**config.mk**
```make
export PLATFORM = sky130hd
export DESIGN_NAME = ahbmtx_in_stage
export DESIGN_NICKNAME = d
export VERILOG_FILES = /design/src/rtl/ahbmtx_pkg.sv /design/src/rtl/ahbmtx_in_stage.sv
export SDC_FILE = /design/constraint.sdc
export NUM_CORES = 1
export LEC_CHECK = 0
export CORE_MARGIN = 5
export CORE_UTILIZATION = 45
export DETAILED_ROUTE_END_ITERATION = 10
export GPL_TIMING_DRIVEN = 0
export PLACE_DENSITY = 0.86
export SLEW_MARGIN = 20
export SYNTH_ARGS = -nofsm -noshare
export SYNTH_HDL_FRONTEND = slang
export SYNTH_SLANG_ARGS = --single-unit
```
**constraint.sdc**
```tcl
create_clock -name HCLK -period 3.8 [get_ports HCLK]
set_input_delay 0.57 -clock HCLK [delete_from_list [all_inputs] [get_ports HCLK]]
set_output_delay 0.57 -clock HCLK [all_outputs]
set_load 0.02 [all_outputs]
```
**src/rtl/ahbmtx_pkg.sv**
```systemverilog
// ------------------------------------------------------------------
// ahbmtx_pkg : AHB encodings and address-phase types for the matrix
// Rev 1.0
// ------------------------------------------------------------------
`default_nettype none

package ahbmtx_pkg;

    localparam logic [1:0] C_HTRANS_IDLE   = 2'b00;
    localparam logic [1:0] C_HTRANS_BUSY   = 2'b01;
    localparam logic [1:0] C_HTRANS_NONSEQ = 2'b10;
    localparam logic [1:0] C_HTRANS_SEQ    = 2'b11;

    localparam logic C_HRESP_OKAY  = 1'b0;
    localparam logic C_HRESP_ERROR = 1'b1;

    localparam logic [2:0] C_HBURST_SINGLE = 3'd0;
    localparam logic [2:0] C_HBURST_INCR   = 3'd1;
    localparam logic [2:0] C_HBURST_WRAP4  = 3'd2;
    localparam logic [2:0] C_HBURST_INCR4  = 3'd3;
    localparam logic [2:0] C_HBURST_WRAP8  = 3'd4;
    localparam logic [2:0] C_HBURST_INCR8  = 3'd5;
    localparam logic [2:0] C_HBURST_WRAP16 = 3'd6;
    localparam logic [2:0] C_HBURST_INCR16 = 3'd7;

    localparam logic [2:0] C_HSIZE_BYTE  = 3'd0;
    localparam logic [2:0] C_HSIZE_HALF  = 3'd1;
    localparam logic [2:0] C_HSIZE_WORD  = 3'd2;
    localparam logic [2:0] C_HSIZE_DWORD = 3'd3;
    localparam logic [2:0] C_HSIZE_4WORD = 3'd4;
    localparam logic [2:0] C_HSIZE_8WORD = 3'd5;

    // Address-phase control fields, everything except the address itself
    typedef struct packed {
        logic [1:0] trans;
        logic       write;
        logic [2:0] size;
        logic [2:0] burst;
        logic [3:0] prot;
        logic       lock;
    } ahb_ctrl_t;

    // NONSEQ and SEQ both have bit 1 set; IDLE and BUSY never request
    function automatic logic trans_requests(input logic [1:0] trans);
        return trans[1];
    endfunction

endpackage

`default_nettype wire

```
**src/rtl/ahbmtx_in_stage.sv**
```systemverilog
// ------------------------------------------------------------------
// ahbmtx_in_stage : slave-side input stage (hold, request, data phase)
// Rev 1.0
// ------------------------------------------------------------------
`default_nettype none

module ahbmtx_in_stage
    import ahbmtx_pkg::*;
#(
    parameter int ADDR_W = 32
) (
    input  logic              HCLK,
    input  logic              HRESET,
    input  logic              HSELS,
    input  logic [ADDR_W-1:0] HADDRS,
    input  logic [1:0]        HTRANSS,
    input  logic              HWRITES,
    input  logic [2:0]        HSIZES,
    input  logic [2:0]        HBURSTS,
    input  logic [3:0]        HPROTS,
    input  logic              HMASTLOCKS,
    input  logic              HREADYS,
    output logic              HREADYOUTS,
    output logic              HRESPS,
    output logic [ADDR_W-1:0] addr_i,
    output logic [1:0]        trans_i,
    output logic              write_i,
    output logic [2:0]        size_i,
    output logic [2:0]        burst_i,
    output logic [3:0]        prot_i,
    output logic              lock_i,
    output logic              trans_pend,
    input  logic              active_addr,
    input  logic              data_ready,
    input  logic              data_resp
);

    logic              r_pend;
    logic              r_data_active;
    logic [ADDR_W-1:0] r_hold_addr;
    ahb_ctrl_t         r_hold_ctrl;

    ahb_ctrl_t         w_live_ctrl;
    ahb_ctrl_t         w_fwd_ctrl;
    logic              w_valid;
    logic              w_capture;
    logic              w_grant;

    always_comb begin
        w_live_ctrl       = '0;
        w_live_ctrl.trans = HTRANSS;
        w_live_ctrl.write = HWRITES;
        w_live_ctrl.size  = HSIZES;
        w_live_ctrl.burst = HBURSTS;
        w_live_ctrl.prot  = HPROTS;
        w_live_ctrl.lock  = HMASTLOCKS;
    end

    assign w_valid   = HSELS & HREADYS & trans_requests(HTRANSS);
    // Sampling is suppressed while a held transfer waits for its grant
    assign w_capture = ~r_pend & w_valid & ~active_addr;
    assign w_grant   = active_addr & (r_pend | w_valid);

    always_ff @(posedge HCLK or posedge HRESET) begin
        if (HRESET) begin
            r_hold_addr <= '0;
            r_hold_ctrl <= '0;
        end else if (w_capture) begin
            r_hold_addr <= HADDRS;
            r_hold_ctrl <= w_live_ctrl;
        end
    end

    always_ff @(posedge HCLK or posedge HRESET) begin
        if (HRESET) begin
            r_pend <= 1'b0;
        end else if (r_pend & active_addr) begin
            r_pend <= 1'b0;
        end else if (w_capture) begin
            r_pend <= 1'b1;
        end
    end

    // A grant in the completing cycle keeps the data phase open back-to-back
    always_ff @(posedge HCLK or posedge HRESET) begin
        if (HRESET) begin
            r_data_active <= 1'b0;
        end else if (w_grant) begin
            r_data_active <= 1'b1;
        end else if (data_ready) begin
            r_data_active <= 1'b0;
        end
    end

    always_comb begin
        addr_i     = HADDRS;
        w_fwd_ctrl = w_live_ctrl;
        trans_pend = w_valid;
        if (r_pend) begin
            addr_i     = r_hold_addr;
            w_fwd_ctrl = r_hold_ctrl;
            trans_pend = 1'b1;
        end
    end

    assign trans_i = w_fwd_ctrl.trans;
    assign write_i = w_fwd_ctrl.write;
    assign size_i  = w_fwd_ctrl.size;
    assign burst_i = w_fwd_ctrl.burst;
    assign prot_i  = w_fwd_ctrl.prot;
    assign lock_i  = w_fwd_ctrl.lock;

    assign HREADYOUTS = r_data_active ? data_ready : ~r_pend;
    assign HRESPS     = r_data_active ? data_resp  : C_HRESP_OKAY;

endmodule

`default_nettype wire

```
== After elaboration in Yosys (flattened, before gate mapping) ==
Index checks and enable logic that the tools add are counted.
Storage, ports and cells
  register bits after elaboration: 48
  bits of input ports: 53
  bits in writable memories: 0
  memories kept: 0
  bits in latches: 0
  ROM bits: 0
Operators by class
  shift-type cells: 0
  div/mod/pow operators: 0
  add/sub/neg operators: 0
  mux-type cells: 9
  reductions and logical operators: 2
  bitwise operators: 9
  eq/ne operators: 0
  magnitude comparators: 0
  $mul: 0
Operators by type and width (number)
  2-to-1 mux 32 bit: 1
  2-to-1 mux 14 bit: 1
  2-to-1 mux 1 bit: 7
  AND 1 bit: 6
  nonzero test 2 bit: 2
  NOT 1 bit: 2
  OR 1 bit: 1

== Depth between registers and ports, before layout ==
Gate-level depths: netlist (run 1).
  word-level depth: 6
  mapped depth: 4
  mapped depth without buffers: 3

== Least setup slack after synthesis (run 1) ==
OpenSTA, ideal clock, no wires.
  path type: register to output
  from: register r_pend
  to: output HREADYOUTS
  setup slack: 1.992 ns
  stages on the path, launching flop included: 4
  arrival: 1.238 ns
  data required time: 3.230 ns
  path through: dfrtp_1 buf_2 buf_2 o21ai_0
On the way
  longest elaborated chain between the ends: 2
Ends and longest elaborated chain
  start: declaration: line ahbmtx_in_stage.sv:38  | logic r_pend;
  start signal: assignment: line ahbmtx_in_stage.sv:76  | r_pend <= 1'b0;
  start signal: assignment: line ahbmtx_in_stage.sv:78  | r_pend <= 1'b0;
  start signal: assignment: line ahbmtx_in_stage.sv:80  | r_pend <= 1'b1;
  NOT 1 bit: line ahbmtx_in_stage.sv:113  | assign HREADYOUTS = r_data_active ? data_ready : ~r_pend;
  2-to-1 mux 1 bit: line ahbmtx_in_stage.sv:113
  end: declaration: line ahbmtx_in_stage.sv:23  | output logic HREADYOUTS,
No other way between the ends.

== Worst setup path in the final report (run 1) ==
  from: register r_pend
  to: output addr_i[20]
On the way
  longest elaborated chain between the ends: 1
Ends and longest elaborated chain
  2-to-1 mux 32 bit: line ahbmtx_in_stage.sv:99  | if (r_pend) begin
  end: declaration: line ahbmtx_in_stage.sv:25  | output logic [ADDR_W-1:0] addr_i,
No other way between the ends.

==> out/qor.csv, run 1 <==
stage;metric;value;unit
run_status;status;completed;
synth;synth_top_family_by_area;multiplexers;
worst_setup_path;worstPathMaxFanout;10;
cts;clock_path_buffers;2;
global_routing;grt_max_degree;34;
layout;drive_gt1_frac;0.415;
synth;synth_edf_count;0;
synth;synth_warnings;0;
synth;ys_async_sr_fraction;1.00;
floorplan;die_w;84.8;um
synth;synth-main-ff-cell;dfrtp_1;
cts;cts.clk_slew.worst_paths;0.08;ns
synth;yosysSeqAreaShare;0.477;
drt;drc;0;
synth;synthAdderAreaFrac;0;
sta;worst_slew_pin_slew;0.360;ns
worst_setup_path;worstSetupEndpointType;primary output;
cts;clock_latency;0.30;ns
synth;synth_seq_cells;48;
min_path;holdCritPathClass;register to register;
cts;h-tree-depth;2;
sta;clock.fmax;363;MHz
synth;syn-instance-count;160;
synth;muxShareOfSynthArea;0.465;
placed_design;gp_congestion;0.712;
cts;cts.repair.resized;0;
layout;syn_to_final_growth;49.5;%
synth;synth_area_per_cell;15.7;um2
placed_design;dp_hpwl;4380;um
synth;synth_xor_area_frac;0;
floorplan;die_area;0.00720;mm2
worst_setup_path;worstSetupPathType;register to primary output;
floorplan;core-area;0.00547;mm2
sta;tns;0;ns
drt;wirelength;5810;um
global_routing;track_usage;0.161;
cts;postCtsHoldBufs;0;
synth;synth_top_area_frac;0.477;
synth;synth_top_area_cell;dfrtp_1;
drt;ant_nets;0;
worst_setup_path;start_kind;register;
cts;cts.sinks;48;
sta;finalSetupViolCount;0;
power_and_ir_drop;p_leak;0.00168;uW
sta;rsz0062_at_grt;false;
synth;yosysMostFrequentCell;mux2_2;
layout;fin_nets;322;
cts;root_buffer;clkbuf_8;
placed_design;port_buffers;101;
global_routing;grt_pass1_vias;1851;
placed_design;placed_area;0.00364;mm2
floorplan;num_io_pins;102;
floorplan;fp.dieH;84.8;um
worst_setup_path;worstPathRequired;3.23;ns
sta;relSlewSlack;0.760;
sta;period_share;0.724;
synth;syn-num-nets;213;
cts;post_cts_buffers;0;
drt;first_iter_violations;27;
worst_setup_path;crit_arrival;2.18;ns
drt;via_count;1677;
floorplan;fp-row-count;27;
drt;dr.pass1.iters;4;
sta;drv_slew;0;
power_and_ir_drop;powerDensity;408;mW/mm2
drt;wl_per_cell;17.0;um
synth;synth_cell_types;14;
power_and_ir_drop;peakVddDrop;0.000185;V
cts;cts_buffers;5;
layout;stdcell_area;0.00377;mm2
synth;synth_top_cells_by_count;mux2_2, dfrtp_1, mux2_4, buf_2, buf_6;
global_routing;gr-total-overflow;0;
run;cap_viol_max_count;0;
drt;avgViaCountPerCell;4.90;
sta;hold_ws;0.478;ns
synth;synth-simple-area-share;0.0204;
layout;diodes;0;
cts;tritoncts;built;
global_routing;antenna_found_initial;0;
sta;fin_crit;2.75;ns
sta;hold_violations;0;
synth;syn-cell-area;0.00252;mm2
synth;synthTopCellsByArea;dfrtp_1, mux2_2, mux2_4;
sta;fin_skew;0.00737;ns
floorplan;start_util;0.460;
global_routing;grt_pass1_wl;9240;um
synth;synth_compound_area_frac;0.00745;
final timing paths:
kind / slack, ns / end / from / depth (start not counted)
max: 1.05 / addr_i[20] / r_pend / 4
min: 0.48 / r_hold_ctrl[13] / r_hold_ctrl[13] / 1
max reg2reg: 2.28 / r_hold_addr[5] / r_pend / 4
min reg2reg: 0.48 / r_hold_ctrl[13] / r_hold_ctrl[13] / 1
max in group asynchronous: 2.74 / r_hold_ctrl[4] / HRESET / 3
min in group asynchronous: 0.56 / r_hold_addr[16] / HRESET / 2
area by class of cell:
cell class / instances / area [um2]
buffer: 9 / 70.1
clock buffer: 7 / 96.3
clock inverter: 1 / 30.0
fill: 408 / 1710
inverter: 2 / 7.51
multi-input combinational: 101 / 1240
sequential: 48 / 1200
tap: 72 / 90.1
timing repair buffer: 102 / 1030
layer usage:
metal  part of all wire  global-route usage  wire length [um]
met1               0.42               0.203              2470
met3              0.059              0.0379               341
met5                  0                   0                 0
met2               0.51               0.278              2940
met4              0.010              0.0388                58
critical path: stages (launching register included):
cell and delay (ns):
dfrtp_1 0.40, buf_2 0.27, buf_2 0.31, mux2_2 0.38, clkdlybuf4s50_1 0.54
per-stage QoR:
step / instances / total power [uW] / worst slack, ns / util
floorplan: 160 / 959 / 1.99 / -
global placement: 333 / 1130 / 1.16 / 0.662
detailed placement: 334 / 1150 / 1.29 / 0.665
CTS: 342 / 1550 / 1.03 / 0.688
global route: 342 / 1610 / 0.928 / 0.688
finish: 342 / 1540 / 1.05 / 0.688
state kept, by name, summed over array words and instances, names as in the netlist:
register	flops
r_hold_addr	32
r_hold_ctrl	14
r_pend	1
r_data_active	1
cell families (layout without fill, tap and decap cells):
family	after synthesis	count (layout)
AO/OA/AOI/OAI	3	3
multiplexers	91	91
flip-flops	48	48
buffers and inverters	11	121
AND/OR/NAND/NOR	7	7
power breakdown:
part	internal [uW]	switching, uW
Sequential	618	57.7
Clock	232	166
Combinational	301	163
Total	1150	387
placed cells by master (no fill, tap or decap), types with 2 or more instances in the layout:
master	synthesis	final
o21ai_0	2	2
dfrtp_1	48	48
buf_2	5	5
mux2_2	52	52
buf_6	4	4
mux2_4	39	39
nand2_1	2	2
clkbuf_8	0	7
clkdlybuf4s50_1	0	101
Note: power is estimated with default switching activity, not from simulation.
==> run 2, diff against run 1 <==
Settings changed: CORE_UTILIZATION 45 to 39, PLACE_DENSITY 0.86 to 0.79.
Clock period 3.8 ns to 2.4 ns, I/O delays scaled along.
==> out/qor.csv, run 2 (synthesized netlist as in run 1, its figures left out) <==
stage;metric;value;unit;change
run_status;status;completed;;
placed_design;dp_slack;0.169;ns;-1.12 ns
drt;first_iter_violations;42;;+56%
sta;worst_slack;0.161;ns;-0.888 ns
sta;hold_violations;0;;unchanged
sta;drv_slew;0;;unchanged
layout;layout_common_cells;clkdlybuf4s50_1, mux2_2, dfrtp_1, mux2_4, dlymetal6s2s_1;;
power_and_ir_drop;powerDensity;601;mW/mm2;+47%
drt;ant_nets;0;;unchanged
layout;final_common_cell;clkdlybuf4s50_1;;
worst_setup_path;worstSetupPathType;register to primary output;;
global_routing;gr-total-overflow;0;;unchanged
drt;wirelength;5550;um;-4.6%
sta;worst_slew_pin_slew;0.450;ns;+0.0901 ns
sta;rsz0062_at_grt;false;;
floorplan;core-area;0.00631;mm2;+15%
worst_setup_path;r2r-start;r_pend;;
global_routing;grt_max_degree;30;;-12%
layout;diodes;0;;unchanged
floorplan;start_util;0.399;;-0.0613
cts;cts.clk_slew.worst_paths;0.08;ns;about the same
placed_design;placed_cells;339;;+1.5%
sta;clock.fmax;447;MHz;
floorplan;fp.dieH;90.4;um;+6.5%
floorplan;die_area;0.00817;mm2;+14%
layout;top_regs;r_hold_addr (32), r_hold_ctrl (14);;
cts;clock_path_buffers;2;;unchanged
drt;via_count;1662;;-0.89%
cts;postCtsHoldBufs;0;;unchanged
power_and_ir_drop;peakVddDrop;0.000255;V;+38%
cts;post_cts_buffers;0;;unchanged
global_routing;grt_pass1_vias;1903;;+2.8%
min_path;holdCritPathClass;input pin to async pin;;
global_routing;track_usage;0.136;;-0.0241
cts;cts_buffers;5;;unchanged
layout;top_register;r_hold_addr;;
worst_setup_path;worstSetupEndpointType;primary output;;
layout;regArea;0.00120;mm2;unchanged
layout;fillers;536;;+31%
placed_design;port_buffers;101;;unchanged
layout;largest_register_ffs;32;;unchanged
worst_setup_path;ff2ff_path_depth;4;;unchanged
layout;fin_nets;322;;unchanged
drt;dr.pass1.iters;4;;unchanged
sta;fin_skew;0.00392;ns;-0.00346 ns
sta;fin_crit;2.24;ns;
worst_setup_path;start_kind;register;;
drt;drc;0;;unchanged
worst_setup_path;crit_arrival;1.88;ns;-0.30 ns
floorplan;fp-row-count;29;;+7.4%
layout;syn_to_final_growth;50.2;%;
cts;cts.sinks;48;;unchanged
global_routing;grt_pass1_wl;9270;um;+0.29%
cts;tritoncts;built;;
cts;root_buffer;clkbuf_8;;
worst_setup_path;rrSetupSlack;0.88;ns;-1.40 ns
cts;h-tree-depth;2;;unchanged
worst_setup_path;worstPathMaxFanout;10;;unchanged
sta;relSlewSlack;0.700;;-0.0602
floorplan;die_w;90.4;um;+6.5%
power_and_ir_drop;p_leak;0.00183;uW;+8.8%
layout;drive_gt1_frac;0.407;;-0.00741
placed_design;dp_hpwl;4130;um;-5.5%
layout;multi_input_area;0.00124;mm2;unchanged
layout;layout.cells.non_filler;347;;+1.5%
sta;period_share;0.933;;
worst_setup_path;r2r-end;r_hold_addr[22];;
sta;finalSetupViolCount;0;;unchanged
placed_design;gp_congestion;0.713;;about the same
run;cap_viol_max_count;0;;unchanged
drt;avgViaCountPerCell;4.79;;-2.3%
cts;clock_latency;0.29;ns;about the same
drt;wl_per_cell;16.0;um;-6.0%
floorplan;num_io_pins;102;;unchanged
worst_setup_path;worstPathRequired;2.04;ns;-1.19 ns
global_routing;antenna_found_initial;0;;unchanged
==> run 2: timing repair <==
| action | 4_1_cts | 5_1_grt |
|---|---|---|
| resized for setup | 5 | 17 |
| endpoints found under the setup margin | 19 | 17 |
| cloned | 0 | 0 |
==> run 2: final cells by class <==
cell class                 instances  area share
multi-input combinational        101       0.328
sequential                        48       0.317
timing repair buffer             102       0.283
tap                               77      0.0255
clock buffer                       8      0.0238
buffer                             9      0.0205
inverter                           2     0.00198
==> run 2: critical path: stages (launching register included) <==
cell,delay [ns]
dfrtp_1,0.41
buf_4,0.19
buf_4,0.19
o21ai_0,0.16
clkdlybuf4s50_1,0.63
==> run 2: worst max path at each step <==
stage,from,end,slack [ns],cells after the start
after floorplan,r_pend,HREADYOUTS,0.80,3
after global placement,HRESET,r_hold_addr[24],-0.14,2
after detailed placement,r_pend,addr_i[14],0.17,4
after CTS,r_pend,addr_i[15],0.001,4
after global routing,r_pend,HREADYOUTS,0.04,4
final,r_pend,HREADYOUTS,0.16,4
==> run 2: through the flow <==
step | setup TNS [ns] | hold WS, ns | utilization | instance area, um2 | total power (uW)
after CTS | 0 | 0.412 | 0.593 | 3740 | 2320
after global routing | 0 | 0.448 | 0.599 | 3780 | 2400
after floorplan | 0 | 0.426 | - | 2520 | 1520
after detailed placement | 0 | 0.462 | 0.578 | 3650 | 1810
after global placement | -6.63 | 0.446 | 0.575 | 3630 | 1790
final | 0 | 0.397 | 0.599 | 3780 | 2270
==> run 2: power breakdown <==
part	total, uW	leakage [uW]	switching [uW]	internal [uW]
clock	485	0.0000455	250	235
sequential	1070	0.000576	88.3	978
combinational	723	0.00121	252	470
total	2270	0.00183	590	1680
==> run 2: per-layer routing <==
layer / share of wire / track usage / vias to the layer above / wire length (um)
li1: - / - / 793 / -
met1: 0.43 / 0.164 / 811 / 2370
met2: 0.50 / 0.229 / 54 / 2780
met3: 0.063 / 0.0500 / 4 / 347
met4: 0.0087 / 0.0372 / 0 / 48
met5: 0 / 0 / - / 0
